<file path="src/rtl/hazard_sequencer_if.sv">
// Hazard controller bundle: pipeline condition inputs and
// per-stage stall/flush/redirect outputs plus perf counters.
interface hazard_sequencer_if #(
    parameter int CNT_W = 16
);
    logic [4:0]       rs1D;
    logic [4:0]       rs2D;
    logic [4:0]       rdE;
    logic             memReadE;
    logic             pcSrcE;
    logic             memReqM;
    logic             memReadyM;
    logic             stallF;
    logic             stallD;
    logic             flushD;
    logic             stallE;
    logic             flushE;
    logic             stallM;
    logic             flushW;
    logic             redirectF;
    logic             memErr;
    logic [CNT_W-1:0] stallCount;
    logic [CNT_W-1:0] flushCount;

    modport master (
        output rs1D, rs2D, rdE, memReadE, pcSrcE, memReqM, memReadyM,
        input  stallF, stallD, flushD, stallE, flushE, stallM, flushW,
        input  redirectF, memErr, stallCount, flushCount
    );

    modport slave (
        input  rs1D, rs2D, rdE, memReadE, pcSrcE, memReqM, memReadyM,
        output stallF, stallD, flushD, stallE, flushE, stallM, flushW,
        output redirectF, memErr, stallCount, flushCount
    );
endinterface

</file>
<file path="src/rtl/hazard_sequencer.sv">
// Central hazard controller for the 5-stage pipe: load-use,
// control-transfer and data-memory-wait stall/flush generation.
module hazard_sequencer #(
    parameter int CNT_W   = 16,
    parameter int TIMEOUT = 0
) (
    input logic               clk,
    input logic               rst,
    hazard_sequencer_if.slave hz
);
    typedef enum logic {RUN, MEM_WAIT} state_t;

    localparam int WW = (TIMEOUT > 1) ? $clog2(TIMEOUT) : 1;

    state_t        state;
    state_t        state_n;
    logic [WW-1:0] wcnt;
    logic [WW-1:0] wcnt_n;
    logic          lu;
    logic          ms;
    logic          abort;

    always_comb begin
        lu = hz.memReadE && (hz.rdE != 5'd0) &&
             ((hz.rdE == hz.rs1D) || (hz.rdE == hz.rs2D));
        ms = (state == RUN) ? (hz.memReqM && !hz.memReadyM)
                            : !hz.memReadyM;
        // wcnt counts stall cycles already spent before this one
        abort = (TIMEOUT != 0) && ms &&
                (wcnt == WW'(TIMEOUT - 1));
    end

    always_ff @(posedge clk or posedge rst) begin
        if (rst) begin
            state <= RUN;
            wcnt  <= '0;
        end else begin
            state <= state_n;
            wcnt  <= wcnt_n;
        end
    end

    always_comb begin
        state_n = state;
        wcnt_n  = wcnt;
        case (state)
            RUN: begin
                if (ms && !abort) begin
                    state_n = MEM_WAIT;
                    if (TIMEOUT != 0) wcnt_n = wcnt + WW'(1);
                end else begin
                    wcnt_n = '0;
                end
            end
            MEM_WAIT: begin
                if (!ms || abort) begin
                    state_n = RUN;
                    wcnt_n  = '0;
                end else if (TIMEOUT != 0) begin
                    wcnt_n = wcnt + WW'(1);
                end
            end
            default: begin
                state_n = RUN;
                wcnt_n  = '0;
            end
        endcase
    end

    always_comb begin
        hz.stallF    = 1'b0;
        hz.stallD    = 1'b0;
        hz.flushD    = 1'b0;
        hz.stallE    = 1'b0;
        hz.flushE    = 1'b0;
        hz.stallM    = 1'b0;
        hz.flushW    = 1'b0;
        hz.redirectF = 1'b0;
        hz.memErr    = abort;
        priority case (1'b1)
            ms: begin
                hz.stallF = 1'b1;
                hz.stallD = 1'b1;
                hz.stallE = 1'b1;
                hz.stallM = 1'b1;
                hz.flushW = 1'b1;
            end
            hz.pcSrcE: begin
                hz.redirectF = 1'b1;
                hz.flushD    = 1'b1;
                hz.flushE    = 1'b1;
            end
            lu: begin
                hz.stallF = 1'b1;
                hz.stallD = 1'b1;
                hz.flushE = 1'b1;
            end
            default: ;
        endcase
    end

    always_ff @(posedge clk or posedge rst) begin
        if (rst) begin
            hz.stallCount <= '0;
            hz.flushCount <= '0;
        end else begin
            if (hz.stallF && (hz.stallCount != '1))
                hz.stallCount <= hz.stallCount + CNT_W'(1);
            if ((hz.flushD || hz.flushE) && (hz.flushCount != '1))
                hz.flushCount <= hz.flushCount + CNT_W'(1);
        end
    end
endmodule

</file>
<file path="src/flat_wrapper.sv">
// flat-port wrapper written by rule: the top's interface ports become plain ports
module hazard_sequencer_flat 
#(
    parameter int CNT_W   = 16,
    parameter int TIMEOUT = 0
)
  (clk, rst, hz_rs1D, hz_rs2D, hz_rdE, hz_memReadE, hz_pcSrcE, hz_memReqM, hz_memReadyM, hz_stallF, hz_stallD, hz_flushD, hz_stallE, hz_flushE, hz_stallM, hz_flushW, hz_redirectF, hz_memErr, hz_stallCount, hz_flushCount);
  hazard_sequencer_if #(.CNT_W(CNT_W)) hz_i ();
  input logic clk;
  input logic rst;
  input wire logic [$bits(hz_i.rs1D)-1:0] hz_rs1D;
  input wire logic [$bits(hz_i.rs2D)-1:0] hz_rs2D;
  input wire logic [$bits(hz_i.rdE)-1:0] hz_rdE;
  input wire logic [$bits(hz_i.memReadE)-1:0] hz_memReadE;
  input wire logic [$bits(hz_i.pcSrcE)-1:0] hz_pcSrcE;
  input wire logic [$bits(hz_i.memReqM)-1:0] hz_memReqM;
  input wire logic [$bits(hz_i.memReadyM)-1:0] hz_memReadyM;
  output wire logic [$bits(hz_i.stallF)-1:0] hz_stallF;
  output wire logic [$bits(hz_i.stallD)-1:0] hz_stallD;
  output wire logic [$bits(hz_i.flushD)-1:0] hz_flushD;
  output wire logic [$bits(hz_i.stallE)-1:0] hz_stallE;
  output wire logic [$bits(hz_i.flushE)-1:0] hz_flushE;
  output wire logic [$bits(hz_i.stallM)-1:0] hz_stallM;
  output wire logic [$bits(hz_i.flushW)-1:0] hz_flushW;
  output wire logic [$bits(hz_i.redirectF)-1:0] hz_redirectF;
  output wire logic [$bits(hz_i.memErr)-1:0] hz_memErr;
  output wire logic [$bits(hz_i.stallCount)-1:0] hz_stallCount;
  output wire logic [$bits(hz_i.flushCount)-1:0] hz_flushCount;
  assign hz_i.rs1D = hz_rs1D;
  assign hz_i.rs2D = hz_rs2D;
  assign hz_i.rdE = hz_rdE;
  assign hz_i.memReadE = hz_memReadE;
  assign hz_i.pcSrcE = hz_pcSrcE;
  assign hz_i.memReqM = hz_memReqM;
  assign hz_i.memReadyM = hz_memReadyM;
  assign hz_stallF = hz_i.stallF;
  assign hz_stallD = hz_i.stallD;
  assign hz_flushD = hz_i.flushD;
  assign hz_stallE = hz_i.stallE;
  assign hz_flushE = hz_i.flushE;
  assign hz_stallM = hz_i.stallM;
  assign hz_flushW = hz_i.flushW;
  assign hz_redirectF = hz_i.redirectF;
  assign hz_memErr = hz_i.memErr;
  assign hz_stallCount = hz_i.stallCount;
  assign hz_flushCount = hz_i.flushCount;
  hazard_sequencer #(.CNT_W(CNT_W), .TIMEOUT(TIMEOUT)) u_core (.clk(clk), .rst(rst), .hz(hz_i));
endmodule
</file>
<file path="config.mk">
export PLATFORM = sky130hd
export DESIGN_NAME = hazard_sequencer_flat
export DESIGN_NICKNAME = d
export VERILOG_FILES = /design/src/rtl/hazard_sequencer_if.sv /design/src/rtl/hazard_sequencer.sv /design/src/flat_wrapper.sv
export SDC_FILE = /design/constraint.sdc
export NUM_CORES = 1
export LEC_CHECK = 0
export ABC_AREA = 1
export BUFFER_PORTS_ARGS = -buffer_cell sky130_fd_sc_hd__buf_2
export CORE_MARGIN = 4
export CORE_UTILIZATION = 25
export CTS_CLUSTER_DIAMETER = 60
export DETAILED_ROUTE_END_ITERATION = 16
export GPL_ROUTABILITY_DRIVEN = 0
export GPL_TIMING_DRIVEN = 0
export HOLD_SLACK_MARGIN = 0.12
export PLACE_DENSITY_LB_ADDON = 0.25
export SLEW_MARGIN = 20
export SYNTH_ARGS = -nofsm -noshare
export SYNTH_HDL_FRONTEND = slang
export SYNTH_SLANG_ARGS = --single-unit
</file>
<file path="constraint.sdc">
create_clock -name clk -period 2 [get_ports clk]
set_input_delay 0.3 -clock clk [delete_from_list [all_inputs] [get_ports clk]]
set_output_delay 0.3 -clock clk [all_outputs]
set_load 0.02 [all_outputs]
</file>
After elaboration in Yosys (flattened, before gate mapping):

Index checks and enable logic that the tools add are counted.

* register bits after elaboration: 33
* input port bits: 21
* output and inout bits: 41
* word-level logic and storage cells: 27

* $add $sub $neg: 2
* equality and inequality tests: 4
* multiplexer cells: 9
* reduce and logical (&&, ||, !) cells: 9

Operators by type and width (count)
* 16-bit by 1-bit adder with 16-bit output, second input constant: 2
* 16-bit inequality test, second input constant: 2
* 5-bit equality test: 2
* 1-bit 2-to-1 mux: 9
* 1-bit logical AND: 5
* 5-bit nonzero test: 1
* 1-bit logical OR: 2
* 1-bit zero test: 1

Depth between registers and ports, before layout:

Gate-level depths: netlist of run 1.

* word-level depth: 8
* depth in mapped cells: 12
* gate-level depth less buffers: 11

Least setup slack after synthesis of run 1:

Ideal clock, no wire load.

* path kind: register to register
* start point: register u_core.hz.stallCount[0]
* end point: register u_core.hz.stallCount[6]
* setup time: 0.118 ns
* arrival time: 1.830 ns
* setup slack: 0.052 ns
* cell stages (with the launch flop): 10
* path buffers: 2
* clock period less this slack: 1.948 ns
* cells stage by stage: dfrtp_1 -> ha_1 -> nand3_1 -> nor2_2 -> nand2_1 -> or3_1 -> buf_6 -> buf_2 -> nand3_1 -> nand2_1

* longest elaborated chain between the ends: 2

Ends and longest elaborated chain
* start, declared: line hazard_sequencer_if.sv:34 `output redirectF, memErr, stallCount, flushCount`
* start signal, assigned: line hazard_sequencer.sv:108 `hz.stallCount <= hz.stallCount + CNT_W'(1);`
* branches (longest 2 deep; another with 16-bit by 1-bit adder with 16-bit output)

Several ways; the timed one is not identified.
A chain may end at the register's enable or synchronous reset.

Worst setup path after layout of run 1:

* start point: register u_core.hz.flushCount[0]
* end point: register u_core.hz.flushCount[8]

* longest elaborated chain between the ends: 2

Ends and longest elaborated chain
* start, declared: line hazard_sequencer_if.sv:34
* start signal, assigned: line hazard_sequencer.sv:110 `hz.flushCount <= hz.flushCount + CNT_W'(1);`
* branches (longest 2 deep; another with 16-bit by 1-bit adder with 16-bit output)

Several ways; the timed one is not identified.

==> results by group, run 1 <==
STA
  • # setup viols final: 0
  • Fin Hold WS: ~0.13 ns
  • Final Hold Fails: 0
  • Max-slew violations: 0
  • Fmax: about 530 MHz
  • Worst-Margin Slew: ~0.73 ns
  • Setup Skew: about 0.0072 ns
  • Period utilisation layout: 94.58%
  • Min Tclk post-route: 1.892 ns
  • Max_slew headroom: around half

Setup path
  • Max stage delay on crit path: ~0.4 ns
  • CP Launch Type: flop
  • R2r startpoint: u_core.hz.flushCount[0]
  • CP Cell Sequence: ha_2, nand3_2, nor3_4, nand2_1, nor2_1, nand3_2, buf_4, nand3_1, nand2_1
  • Critical Path AT: slightly above 2 ns
  • CP bufs+invs: 1
  • Top delay family on crit path: simple AND/OR/NAND/NOR gates
  • Crit path from: u_core.hz.flushCount[0]
  • Worst Path Required: 2.18 ns
  • Max FO, Critical Path: 10
  • Slowest-stage cell, CP: dfrtp_1
  • WS Path Type: reg2reg
  • Critical path endpoint category: flop

Place
  • Port Buffers: 60
  • HPWL after detailed placement: between 4 and 5 mm
  • Placed Instances: a little under 500

Clock network
  • H-tree Lvls: 2
  • Clk slew on worst S/H paths: roughly 0.07 ns
  • CTS sink cnt: 33
  • CTS tree: done
  • Clock Tree Buf Depth: 2
  • CTS root buffer: clkbuf_8
  • Later-pin clock latency in the skew report: about 0.28 ns
  • Cts bufs inserted: 5

Finish
  • Sequential cell area: a little over 800 sq um
  • Synth-to-Final Area Change: 32.02%
  • Filler Cell Count: about 960
  • Non-Filler Instances: roughly 520
  • Fraction of layout cells with a size suffix above 1: between 20% and 30%
  • Post-layout nets: 431
  • Multi-input logic area: between 0.001 and 0.0015 sq mm
  • Commonest non-fill, non-tap cell in the layout: nand2_1
  • Most frequent cells in the layout: nand2_1 (120), buf_2 (61), nand3_1 (46)
  • N_diodes: 0

Synthesis
  • Yosys warnings: 0
  • Synth cell types: 23
  • Syn_nets: around 350
  • Post-Syn Instances: between 300 and 400
  • Yosys reg bits: 33
  • Mapped Area: between 0.002 and 0.0025 sq mm
  • Seq/Total Area, Yosys: between 30% and 40%
  • Syn avg cell area: 6.874 sq um

Pwr
  • Worst VDD drop: ~0.25 mV
  • PD cells: roughly 670 mW/mm^2
  • Pleak: 1.616 nW
  • Total power: 0.001956 W

Drt
  • Routed wire length: ~6.0 mm
  • ANT nets after route: 0
  • Drt via density: around 4.4
  • Average wire per standard cell: approximately 12 um
  • Via count: around 2300
  • DRT iter0 DRCs: 71
  • First drt pass iteration count: 4
  • Residual DRC: 0

Die
  • Die ar.: 0.01048 sq mm
  • Starting Density: 25.66%
  • Die Width: ~100 um
  • I/O pin total: 62
  • Row cnt: 34
  • Die Height: ~100 um
  • Core area: a little under 0.009 sq mm

Global routing
  • Vias in the first global route: 2204
  • First-pass GRT wire length: 10.04 mm
  • Grt total ovfl: 0
  • Total global-route track usage: between 10% and 20%
  • Pin count of the biggest net entering global routing: 34
  • Initial antenna violation count: 0

Hold path
  • Worst hold path class: in2async

Outcome
  • Status: complete, no violations

Run
  • # Max-Cap Violations: 0
==> worst paths after layout <==
| check | cells after the start | to | slack, ns |
|---|---|---|---|
| max in group asynchronous | 2 | u_core.hz.flushCount[7] | 1.38 |
| worst max register to register | 9 | u_core.hz.flushCount[8] | 0.11 |
| worst min-delay path | 2 | u_core.state | 0.13 |
| min in group clk | 2 | u_core.state | 0.21 |
| worst min register to register | 2 | u_core.hz.flushCount[12] | 0.53 |
| worst max-delay path | 9 | u_core.hz.flushCount[8] | 0.11 |
==> worst reg2reg max path, cell delays in order, from the launching register on <==
cell,delay [ns]
dfrtp_1,0.40
ha_2,0.23
nand3_2,0.14
nor3_4,0.24
nand2_1,0.11
nor2_1,0.13
nand3_2,0.16
buf_4,0.23
nand3_1,0.10
nand2_1,0.06
==> state kept, by name (all words and copies together) (netlist names) <==
register and count:
u_core.hz.stallCount 16, u_core.hz.flushCount 16, u_core.state 1
==> power by group <==
group          internal (W)  total [W]  switching [W]
Clock              0.000248   0.000493       0.000246
Combinational      0.000248   0.000603       0.000355
Sequential         0.000746   0.000860       0.000115
==> Yosys cell counts, drive strengths merged <==
library cell  number  share of area, %
xnor2             12               4.7
buf               10               3.5
conb               1              0.17
dfrtp             33                37
nor2              28               4.8
clkbuf             2              0.34
nor3              10               2.5
nand4              2              0.56
nand3             49                11
or3                1              0.28
o21ai              1              0.22
ha                 2               1.1
nand3b             1              0.34
xor2              16               6.3
nand2            124                21
inv               32               5.4
==> area by class of cell <==
type	instances	share of cell area, %
Buffer	12	3.362
Clock buffer	8	2.723
Inverter	32	4.085
Multi-Input combinational cell	247	42.60
Sequential cell	33	28.09
Tap cell	108	4.596
Timing Repair Buffer	77	14.55
==> kinds of logic (layout without fill, tap and decap cells) <==
family	Yosys count	in the layout	share of synthesized area, %
fa+ha+maj	2	2	1.123
buf+inv	44	129	9.214
other cells	1	1	0.1684
flops	33	33	37.08
compound gates	1	1	0.2245
xor+xnor	28	28	11.01
simple gates	215	215	41.18
==> stage by stage <==
stage                     utilization (%)  setup TNS [ns]  area [sq um]  setup slack [ns]
final                               33.88               0          2940            0.1085
after global routing                33.88        -0.02137          2940          -0.01068
after detailed placement            30.68          -1.655          2663           -0.1402
after global placement              30.68          -2.065          2663           -0.1456
after CTS                           32.34               0          2806          0.002563
after floorplan                         -               0          2227           0.05211
==> what timing repair did <==
item,in CTS,in global routing
endpoints found under the setup margin,27,28
gates resized for setup,14,8
pin swaps,0,5
setup buffers,2,15
hold buffers,0,0
==> layer usage <==
| metal | GRT usage (%) | part of all wire [%] | routed length (um) |
|---|---|---|---|
| met1 | 15.60 | 45 | 2700 |
| met2 | 19.64 | 48 | 2893 |
| met3 | 2.799 | 5.8 | 345 |
| met4 | 2.926 | 0.82 | 49 |
| met5 | 0 | 0 | 0 |
Power figures use the tool's default switching activity.
==> run 2, diff against run 1 <==
--- a/config.mk
+++ b/config.mk
@@ -12,7 +12,6 @@
 export CTS_CLUSTER_DIAMETER = 60
 export DETAILED_ROUTE_END_ITERATION = 16
 export GPL_ROUTABILITY_DRIVEN = 0
-export GPL_TIMING_DRIVEN = 0
 export HOLD_SLACK_MARGIN = 0.12
 export PLACE_DENSITY_LB_ADDON = 0.25
 export SLEW_MARGIN = 20
==> constraint.sdc (replaced) <==
create_clock -name clk -period 2.25 [get_ports clk]
set_input_delay 0.3375 -clock clk [delete_from_list [all_inputs] [get_ports clk]]
set_output_delay 0.3375 -clock clk [all_outputs]
set_load 0.02 [all_outputs]
==> run 2 against run 1 <==
Core utilization decreased by 2.4 points. Die area unchanged. Global-route usage decreased by 0.083 points. Sequential share of layout area increased by 2.1 points. Register-to-register slack improved by 0.24 ns. Highest routed layer unchanged. Clock skew decreased by 0.0015 ns. First-iteration DRC count increased by 23%. Setup slack improved by 0.17 ns.
==> results by group, run 2 (same netlist as run 1, synthesis figures left out) <==
Drt
  • Routed wire length: roughly 5.9 mm
  • Residual DRC: 0
  • ANT nets after route: 0
  • DRT iter0 DRCs: 87
  • Drt via density: about 4.4
  • Average wire per standard cell: 11.94 um
  • First drt pass iteration count: 4
  • Via count: around 2200

Die
  • Die Height: roughly 100 um
  • Die Width: between 100 and 150 um
  • Die ar.: between 0.01 and 0.015 sq mm
  • I/O pin total: just over 60
  • Row cnt: 34
  • Starting Density: 25.66%
  • Core area: ~0.0087 sq mm

Setup path
  • Top delay family on crit path: simple AND/OR/NAND/NOR gates
  • Critical path endpoint category: primary output
  • WS Path Type: reg2out
  • Max FO, Critical Path: 9
  • Max stage delay on crit path: around 0.34 ns
  • Slowest-stage cell, CP: dfrtp_1
  • CP Launch Type: flop
  • CP bufs+invs: 2
  • Critical Path AT: between 1.5 and 2 ns
  • Most frequent CP cell: nor2_1
  • Worst Path Required: about 1.9 ns
  • CP Cell Sequence: nor2_1, nor2_1, inv_1, nand3_1, nand2_1, buf_2

Finish
  • Synth-to-Final Area Change: 22.86%
  • Filler Cell Count: about 960
  • Fraction of layout cells with a size suffix above 1: 21.59%
  • Multi-input logic area: between 0.001 and 0.0015 sq mm
  • Post-layout nets: between 400 and 500
  • N_diodes: 0
  • Sequential cell area: between 800 and 900 sq um
  • Most frequent cells in the layout: nand2_1 (121), buf_2 (60), nand3_1 (48)
  • Commonest non-fill, non-tap cell in the layout: nand2_1
  • Biggest regs: u_core.hz.flushCount x16, u_core.hz.stallCount x16, u_core.state x1

Outcome
  • Status: complete, no violations

STA
  • Final worst slack: about 0.28 ns
  • Final Hold Fails: 0
  • Max-slew violations: 0
  • RSZ-0062 raised after global routing: no
  • Min Tclk post-route: 1.967 ns
  • Period utilisation layout: 87.41%
  • # setup viols final: 0
  • Fin Setup TNS: 0 ns
  • Fmax: between 500 and 600 MHz
  • Setup Skew: between 0.005 and 0.006 ns

Pwr
  • Pleak: around 1.5 nW
  • Worst VDD drop: around 0.30 mV
  • Sw Pwr: approximately 0.00063 W
  • Internal: 0.001063 W
  • Combinational power share: between 20% and 30%
  • Clock Power Share: between 20% and 30%
  • Fraction of power spent switching nets: between 30% and 40%
  • PD cells: 619.9 mW/mm^2
  • Sequential fraction of design power: a little over two fifths
  • Total power: ~0.0017 W

Global routing
  • Total global-route track usage: 11.77%
  • Initial antenna violation count: 0
  • Vias in the first global route: ~2200
  • Pin count of the biggest net entering global routing: 34
  • Grt total ovfl: 0
  • First-pass GRT wire length: between 9 and 10 mm

Clock network
  • Postcts setup bufs: 0
  • Clock Tree Buf Depth: 2
  • Later-pin clock latency in the skew report: about 0.28 ns
  • CTS sink cnt: 33
  • CTS root buffer: clkbuf_8
  • Clk slew on worst S/H paths: 0.08 ns
  • H-tree Lvls: 2
  • Cts bufs inserted: 5
  • CTS tree: done

Place
  • HPWL after detailed placement: between 4 and 5 mm
  • Port Buffers: 60
  • Pre-CTS WS: approximately 0.12 ns

Hold path
  • Worst hold path class: in2async

Run
  • # Max-Cap Violations: 0
==> run 2: cell types whose count changed in the layout (fill, tap and decap cells not counted), sizes merged <==
cell | previous run | this run
clkinvlp | 0 | 1
buf | 89 | 69
clkbuf | 8 | 5
clkinv | 0 | 2
==> run 2: routing by layer <==
metal | global-route usage [%] | part of all wire, % | vias up
met5 | 0 | 0 | -
met4 | 2.926 | 0.39 | 0
met3 | 2.389 | 4.2 | 4
met2 | 19.84 | 48 | 44
met1 | 15.44 | 47 | 1023
li1 | - | - | 1134
==> run 2: stage by stage <==
| step | instances | area (sq um) | hold slack (ns) | utilization, % |
|---|---|---|---|---|
| global placement | 489 | 2645 | 0.4729 | 30.48 |
| detailed placement | 489 | 2645 | 0.4713 | 30.48 |
| global route | 497 | 2736 | 0.1818 | 31.53 |
| finish | 497 | 2736 | 0.1353 | 31.53 |
| CTS | 497 | 2731 | 0.1535 | 31.47 |
| floorplan | 324 | 2227 | 0.4664 | - |
==> run 2: what timing repair did <==
item | 4_1_cts | 5_1_grt
endpoints found under the setup margin | 0 | 15
hold buffers | 0 | 0
gates resized for setup | 0 | 1
==> run 2: path summary, 6_finish.rpt <==
path,depth (start not counted),startpoint,end,slack [ns]
max,6,u_core.state,hz_flushE,0.28
min,3,rst,u_core.state,0.14
max reg2reg,9,u_core.hz.flushCount[0],u_core.hz.flushCount[2],0.35
min reg2reg,2,u_core.hz.flushCount[1],u_core.hz.flushCount[1],0.53
max in group asynchronous,3,rst,u_core.hz.flushCount[0],1.79
min in group clk,2,hz_memReadyM,u_core.state,0.27
==> run 2: layout make-up <==
| type | instances | share of cell area (%) |
|---|---|---|
| clock buffer | 5 | 2.515 |
| clock inverter | 3 | 0.6401 |
| inverter | 32 | 4.390 |
| multi-input combinational | 247 | 43.90 |
| sequential | 33 | 30.18 |
| tap | 108 | 4.938 |
| timing repair buffer | 69 | 13.44 |
==> run 2: power groups by stage <==
| stage | registers, W | logic (W) | clock network (W) |
|---|---|---|---|
| after floorplan | 0.000838 | 0.000241 | 0 |
| after global placement | 0.000753 | 0.000504 | 0 |
| after detailed placement | 0.000753 | 0.000513 | 0 |
| after CTS | 0.000741 | 0.000514 | 0.000471 |
| after global routing | 0.000754 | 0.000565 | 0.000496 |
| final | 0.000741 | 0.000505 | 0.000451 |
==> run 2: worst reg2reg max path, delay by kind of cell, from the launching register on <==
family	cells	cell delay (ns)
simple gates	8	1.23
flops	1	0.41
fa+ha+maj	1	0.21
